$ cat config.mk
export PLATFORM = sky130hd
export DESIGN_NAME = alu_issue_stage
export DESIGN_NICKNAME = d
export VERILOG_FILES = /design/src/rtl/alu_issue_pkg.sv /design/src/rtl/alu_issue_fifo.sv /design/src/rtl/alu_issue_stage.sv
export SDC_FILE = /design/constraint.sdc
export NUM_CORES = 1
export LEC_CHECK = 0
export ABC_CLOCK_PERIOD_IN_PS = 2300
export BUFFER_PORTS_ARGS = -buffer_cell sky130_fd_sc_hd__buf_2
export CORE_ASPECT_RATIO = 1.25
export CORE_MARGIN = 2
export CORE_UTILIZATION = 50
export DETAILED_ROUTE_END_ITERATION = 10
export GPL_TIMING_DRIVEN = 0
export PLACE_DENSITY = 0.77
export SLEW_MARGIN = 20
export SYNTH_ARGS = -nofsm -noshare
export SYNTH_HDL_FRONTEND = slang
export SYNTH_SLANG_ARGS = --single-unit
$ cat constraint.sdc
create_clock -name clk -period 2.3 [get_ports clk]
set_clock_uncertainty 0.2 [all_clocks]
set_input_delay 0.345 -clock clk [delete_from_list [all_inputs] [get_ports clk]]
set_output_delay 0.345 -clock clk [all_outputs]
set_load 0.005 [all_outputs]
$ cat src/rtl/alu_issue_pkg.sv
// alu_issue_pkg: shared constants for the ALU operand issue stage
package alu_issue_pkg;
  localparam int ALU_INSTR_W = 4;
endpackage

$ cat src/rtl/alu_issue_fifo.sv
// alu_issue_fifo: generic synchronous FIFO with registered count, full and empty
module alu_issue_fifo #(
  parameter int W     = 8,
  parameter int DEPTH = 4
) (
  input  logic                       clk,
  input  logic                       reset,
  input  logic                       i_push,
  input  logic                       i_pop,
  input  logic [W-1:0]               i_wdata,
  output logic [W-1:0]               o_rdata,
  output logic                       o_full,
  output logic                       o_empty,
  output logic [$clog2(DEPTH+1)-1:0] o_count
);
  localparam int AW = $clog2(DEPTH);
  localparam int CW = $clog2(DEPTH+1);
  logic [W-1:0]  r_mem [DEPTH];
  logic [AW-1:0] r_wptr;
  logic [AW-1:0] r_rptr;
  logic [CW-1:0] r_count;
  logic          w_push;
  logic          w_pop;
  assign o_full  = r_count == CW'(DEPTH);
  assign o_empty = r_count == '0;
  assign o_count = r_count;
  assign o_rdata = r_mem[r_rptr];
  assign w_push  = i_push && !o_full;
  assign w_pop   = i_pop && !o_empty;
  always_ff @(posedge clk) begin
    if (reset) begin
      r_wptr  <= '0;
      r_rptr  <= '0;
      r_count <= '0;
    end else begin
      r_wptr  <= r_wptr + AW'(w_push);
      r_rptr  <= r_rptr + AW'(w_pop);
      r_count <= r_count + CW'(w_push) - CW'(w_pop);
    end
  end
  always_ff @(posedge clk) begin
    if (w_push) r_mem[r_wptr] <= i_wdata;
  end
endmodule

$ cat src/rtl/alu_issue_stage.sv
// alu_issue_stage: buffers ALU ops, drives the head to the ALU with chained carry, registers the result
module alu_issue_stage
  import alu_issue_pkg::*;
#(
  parameter int REG_WIDTH = 4,
  parameter int DEPTH     = 4
) (
  input  logic                   clk,
  input  logic                   reset,
  input  logic                   in_valid_i,
  output logic                   in_ready_o,
  input  logic [REG_WIDTH-1:0]   in_a_i,
  input  logic [REG_WIDTH-1:0]   in_b_i,
  input  logic [ALU_INSTR_W-1:0] in_instr_i,
  input  logic                   in_cin_i,
  input  logic                   in_use_carry_i,
  output logic [REG_WIDTH-1:0]   alu_a_o,
  output logic [REG_WIDTH-1:0]   alu_b_o,
  output logic [ALU_INSTR_W-1:0] alu_instr_o,
  output logic                   alu_cin_o,
  input  logic [REG_WIDTH-1:0]   alu_out_i,
  input  logic                   alu_cout_i,
  output logic                   res_valid_o,
  input  logic                   res_ready_i,
  output logic [REG_WIDTH-1:0]   res_out_o,
  output logic                   res_cout_o
);
  typedef struct packed {
    logic [REG_WIDTH-1:0]   a;
    logic [REG_WIDTH-1:0]   b;
    logic [ALU_INSTR_W-1:0] instr;
    logic                   cin;
    logic                   use_carry;
  } entry_t;
  entry_t                       w_in;
  entry_t                       w_head;
  logic                         w_full;
  logic                         w_empty;
  logic [$clog2(DEPTH+1)-1:0]   w_count;
  logic                         w_issue;
  logic                         r_carry;
  assign w_in       = {in_a_i, in_b_i, in_instr_i, in_cin_i, in_use_carry_i};
  assign in_ready_o = !w_full;
  assign w_issue    = (w_count != '0) && (!res_valid_o || res_ready_i);
  alu_issue_fifo #(.W($bits(entry_t)), .DEPTH(DEPTH)) u_fifo (
    .clk     (clk),
    .reset   (reset),
    .i_push  (in_valid_i && in_ready_o),
    .i_pop   (w_issue),
    .i_wdata (w_in),
    .o_rdata (w_head),
    .o_full  (w_full),
    .o_empty (w_empty),
    .o_count (w_count)
  );
  always_comb begin
    alu_a_o     = w_empty ? '0 : w_head.a;
    alu_b_o     = w_empty ? '0 : w_head.b;
    alu_instr_o = w_empty ? '0 : w_head.instr;
    alu_cin_o   = !w_empty && (w_head.use_carry ? r_carry : w_head.cin);
  end
  // A pending result with ready and no issue can only mean the FIFO is empty, so it drains.
  always_ff @(posedge clk) begin
    if (reset) begin
      res_valid_o <= 1'b0;
      res_out_o   <= '0;
      res_cout_o  <= 1'b0;
      r_carry     <= 1'b0;
    end else if (w_issue) begin
      res_valid_o <= 1'b1;
      res_out_o   <= alu_out_i;
      res_cout_o  <= alu_cout_i;
      r_carry     <= alu_cout_i;
    end else if (res_ready_i) begin
      res_valid_o <= 1'b0;
    end
  end
endmodule

# Word-level counts from Yosys, hierarchy flattened
# Memory sizes are Yosys's and may differ from the RTL's. A register that Yosys moved wholly into a read port is not among the register bits.
# Index checks and enable logic that the tools add are counted.
[totals]
out_inout_bits = 20
memories = 1
reg_bits = 13
ram_bits = 56
wordCells = 33
in_bits = 23
[mem_list]
columns = ["name", "words", "width", "read_ports", "rd_clocked_by_memory_dff", "wr", "line", "rtl"]
rows = [
  ["u_fifo.r_mem", 4, 14, 1, 1, 1, "alu_issue_fifo.sv:18", "logic [W-1:0] r_mem [DEPTH];"],
]
[op_classes]
n_addsub = 4
n_eq_ne = 1
n_reduce_logical = 12
mux = 9
[op_table]
columns = ["op", "count"]
rows = [
  ["two-way mux 4 bit", 3],
  ["logical AND 1 bit", 5],
  ["two-way mux 1 bit", 5],
  ["adder 2 x 1 -> 2 bit", 2],
  ["adder 3 x 1 -> 3 bit", 1],
  ["== test 3 bit (second input constant)", 1],
  ["logical NOT 1 bit", 3],
  ["logical NOT 3 bit", 1],
  ["nonzero test 3 bit", 1],
  ["subtractor 3 x 1 -> 3 bit", 1],
  ["two-way mux 2 bit", 1],
  ["nonzero test 2 bit", 1],
  ["logical OR 1 bit", 1],
]

# Longest topological paths before layout
[depth]
depth_word = 6
depth_mapped = 9
mapped_depth_nobuf = 9

# Hierarchy
# From an unflattened synthesis, not the netlist that was laid out.
[unflattened]
hier_cells = 152
hier_area_um2 = 2792.7
[modules_own_cells]
columns = ["mod", "n_inst", "seq_area_each_um2", "cells_each", "area_each_um2"]
rows = [
  ["alu_issue_fifo", 1, 1821.7, 108, 2388.5],
  ["alu_issue_stage", 1, 120.1, 44, 404.1],
]

# Least setup slack after synthesis
# Ideal clock, no wire load.
[synth_timing]
kind = "reg2reg"
start = "reg u_fifo.r_count[0] (netlist: u_fifo.o_count[0])"
end = "reg u_fifo.r_count[2] (netlist: u_fifo.o_count[2])"
arrival_ns = 2.082
setup_time_ns = 0.128
stages_incl_launch_ff = 10
path_slack_ns = -0.109
required_ns = 1.972
path_cell_list = "dfxtp_1 -> nor3_1 -> nor2_1 -> ha_1 -> inv_1 -> ha_1 -> fa_1 -> xnor2_1 -> xnor2_1 -> nor2_1"
[synth_via]
word_cells_on_any_way = 11
[synth_rtl]
columns = ["element", "line", "rtl"]
rows = [
  ["start, declared", "alu_issue_fifo.sv:21", "logic [CW-1:0] r_count;"],
  ["start signal, assigned", "alu_issue_fifo.sv:38", "r_count <= r_count + CW'(w_push) - CW'(w_pop);"],
  ["nonzero test 3 bit", "alu_issue_stage.sv:44", "assign w_issue = (w_count != '0) && (!res_valid_o || res_ready_i);"],
  ["logical AND 1 bit", "alu_issue_stage.sv:44", ""],
  ["via u_fifo.i_pop", "alu_issue_fifo.sv:9", "input logic i_pop,"],
  ["logical AND 1 bit", "alu_issue_fifo.sv:29", "assign w_pop = i_pop && !o_empty;"],
  ["subtractor 3 x 1 -> 3 bit", "alu_issue_fifo.sv:38", ""],
]
# The timed path passes the listed nets, and every way through them passes these cells.
# A chain may end at the register's enable or synchronous reset.

==> impl_summary.md <==
Critical path
Traced cell by cell, the critical path runs through buf_12 > buf_12 > mux4_2 > and2_4 > buf_6. In this run the number of cells on the critical path is 5. The slowest cell on the critical path is sky130_fd_sc_hd__mux4_2. The delay contributed by the slowest stage of the critical path is 0.50 ns. The worst setup path is captured at an output pin.

The cell type with the highest occurrence count on the critical path is sky130_fd_sc_hd__buf_12. Measured in cells, the most critical reg-to-reg path has a length of 8. The data arrival time of the critical path is 1.72 ns. In this run the worst path has a maximum fanout of 5.

The sort of element at the start of the critical path is a register. The sum of buffers and inverters on the critical path is 3. The worst setup path is of the reg -> out kind. The endpoint required time on the critical path is 1.75 ns. The cell family contributing the most delay on the critical path is multiplexers.

Global routing
Global routing consumed, over all layers together, 17.2% of the routing resources. The number of antenna violations at the first check in global routing came to 0. The first global-routing pass estimated 7470 µm of wire. The global route total overflow is 0. The via count of the first global-routing pass is 1503. The pin count of the biggest net entering global routing is 15.

Logic synthesis
The fraction of post-synthesis cell area in the top cell type by area is 62.0%. The number of enable flip-flop cells after synthesis is 56. The number of nets handed over by synthesis was 179. The most used flip-flop cell after synthesis is sky130_fd_sc_hd__edfxtp_1. The post-synthesis async set-or-reset flop share is 0%. The commonest cells after synthesis are sky130_fd_sc_hd__edfxtp_1, sky130_fd_sc_hd__dfxtp_1, sky130_fd_sc_hd__and2_1. By area the synthesized netlist is led by sky130_fd_sc_hd__edfxtp_1, sky130_fd_sc_hd__dfxtp_1, sky130_fd_sc_hd__mux4_2. For this run, the number of Yosys warnings is 0.

sky130_fd_sc_hd__edfxtp_1 is the most common cell in the netlist. After technology mapping, the gate count stands at 151. Each instance of the synthesized netlist takes up on average 18.0 µm². The netlist uses 26 different library cells.

The largest total area in the synthesized netlist belongs to sky130_fd_sc_hd__edfxtp_1. The cell area that synthesis handed to floorplanning was 0.00271 mm². The synthesized design contains 69 register bits.

Summing the sequential cell areas from Yosys gives 71.6% of the chip area.

Drt
The overall via count from detail_route is 1466. The final layout contains routed wiring with a total length of 4630 µm. In the final routed layout, each cell accounts on average for 16.5 µm. In the routed design, unresolved DRC markers number 0.

The detailed-route vias per instance is 5.24. Once detail routing completed, the nets flagged for antenna violations numbered 0. The first TritonRoute pass finished after 4 iterations. The detailed router finished its first iteration with 39 violations.

Clock network
After clock tree synthesis, the clock-pin slew on the worst setup and hold paths is 0.07 ns. The H-tree generated during clock tree synthesis spans 3 levels. After clock tree synthesis, the flow added hold-fix buffers numbering 0. The number of clock buffers added by TritonCTS is 9. The clock reaches the later pin of the worst-skew pair after 0.33 ns. CTS saw 69 sinks. The clock passes through at most 2 buffers. The CTS tree is yes. The clock tree root driver cell is sky130_fd_sc_hd__clkbuf_8.

Timing
Measured against its own limit, the worst slew margin works out to 45.7%. The setup TNS after final layout is 0 ns. The number of max-slew violations in the final report came to 0. The number of hold-slack violations in the final timing report is 0.

At the pin with the least slew margin, the transition time is 0.813 ns. For the finished layout, the period the worst path requires is 2.27 ns. Setup repair after global routing could not meet its margin everywhere. The fmax is 0.441 GHz.

On the final layout, the worst hold slack is 0.0136 ns. Setup violations remaining at the end of the flow were counted as 0. The portion of the clock cycle consumed by the worst path in the final layout is 98.7%.

Cells and area
The layout net count is 239. The final cell area excluding filler cells is 0.00342 mm². The share of layout cells above drive strength 1 is 44.4%.

The antenna diode count is 0. The area growth from synthesis to layout is 26.3%. The layout has 379 filler cells.

The final instance count without filler cells is 280.

Power
Combinational logic is responsible for 36.7% of the overall power. The total power is 4.08 mW. The net switching power is 1.14 mW.

Summed over all cells, the static leakage comes to 1.27 nW. The part of the power in the clock network is 22.6%. Registers are responsible for 40.7% of the overall power. Net switching is 28.0% of the power. The total power divided by cell area is 1190 mW/mm². IR analysis of the VDD net gives a maximum drop of 692 µV. The internal power of the cells is 2.94 mW.

Placement
Input and output buffers added on the ports amount to 42. The placed instances occupy a cell area of 0.00305 mm². After legalization and detailed placement, the total HPWL measured 2990 µm. The last weighted congestion value of the routability-driven placer is 0.777. The placed instance count is 259.

Floorplanning
The die covers 0.00603 mm². The floorplan has 30 rows. The number of top-level design ports is 43.

The area of the placeable core is 0.00533 mm². The die is 69.9 µm wide. The starting density of the core is 50.9%.

The floorplan die height is 86.3 µm.

Worst hold path
Counting instances, the worst hold path has a depth of 2. In this run the worst hold path is classified as in -> reg.

Job
The number of maximum-capacitance violations is 0.

Run status
The run finished with clean final reports.
## kinds of logic (layout without fill, tap and decap cells)
group	Yosys count	after routing	synth area share, %
AOI/OAI and AO/OA	11	11	2.03
buffers and inverters	11	76	2.45
adders and majority gates	5	5	2.58
and+or+nand+nor	36	36	7.61
xor gates and xnor gates	4	4	1.29
DFF	69	69	71.6
muxes	15	15	12.4
## layer usage
| metal | vias up | track usage (%) | share of wire (%) |
|---|---|---|---|
| met5 | - | 0 | 0 |
| met3 | 9 | 5.81 | 5.3 |
| met4 | 0 | 6.82 | 1.6 |
| met1 | 720 | 20.5 | 41 |
| met2 | 40 | 29.0 | 52 |
| li1 | 697 | - | - |
## sequential cells by signal (all words and copies together) (netlist names)
name	cells
u_fifo.r_mem	56
res_out_o	4
u_fifo.o_count	3
u_fifo.r_rptr	2
u_fifo.r_wptr	2
r_carry	1
res_valid_o	1
## repair_timing
action,4_1_cts,5_1_grt
cloned,1,0
gates resized for setup,27,3
setup buffers,4,2
setup endpoints to repair,12,14
pin swaps,11,0
## metrics by stage
stage / worst slack, ns / utilization (%)
3_3_place_gp: -0.787 / 56.6
4_1_cts: -0.0212 / 64.0
5_1_grt: -0.0872 / 64.2
2_1_floorplan: 0.0356 / -
3_5_place_dp: -0.222 / 57.2
6_report: 0.0305 / 64.2
## worst paths after layout
kind	from	endpoint	slack [ns]
max	u_fifo.r_rptr[0]	alu_a_o[2]	0.03
min reg2reg	res_out_o[2]	res_out_o[2]	0.28
min	reset	u_fifo.r_rptr[0]	0.01
max reg2reg	u_fifo.o_count[2]	u_fifo.o_count[2]	0.04
## final cells by class
cell class / count / area [µm²] / share of cell area (%)
clock buffer: 9 / 124 / 3.62
sequential: 69 / 1950 / 56.9
timing repair buffer: 51 / 370 / 10.8
clock inverter: 7 / 66.3 / 1.94
tap: 64 / 80.1 / 2.34
inverter: 5 / 18.8 / 0.548
multi-input combinational: 71 / 773 / 22.6
buffer: 4 / 45.0 / 1.32
## power groups by stage
stage / Combinational, mW / Clock (mW) / Sequential [mW]
after global placement: 1.13 / 0 / 1.65
after detailed placement: 1.18 / 0 / 1.66
after CTS: 1.53 / 0.942 / 1.65
final: 1.50 / 0.924 / 1.66
after floorplan: 0.789 / 0 / 1.64
after global routing: 1.66 / 1.01 / 1.68
## placed cells by master, fill, tap and decap left out, types with 4 or more instances in the layout
cell	synthesis	routed
sky130_fd_sc_hd__a21oi_1	6	6
sky130_fd_sc_hd__and2_1	12	5
sky130_fd_sc_hd__and2_4	0	7
sky130_fd_sc_hd__buf_2	1	35
sky130_fd_sc_hd__buf_4	0	6
sky130_fd_sc_hd__buf_6	1	8
sky130_fd_sc_hd__clkbuf_8	0	10
sky130_fd_sc_hd__dfxtp_1	13	11
sky130_fd_sc_hd__edfxtp_1	56	56
sky130_fd_sc_hd__ha_1	4	4
sky130_fd_sc_hd__inv_1	5	5
sky130_fd_sc_hd__mux4_2	11	12
sky130_fd_sc_hd__nand3_1	5	5
sky130_fd_sc_hd__nor2_1	5	5
sky130_fd_sc_hd__nor2b_1	5	4
sky130_fd_sc_hd__o21ai_0	5	5
sky130_fd_sc_hd__xnor2_1	4	4
Note: power is estimated with default switching activity, not from simulation.
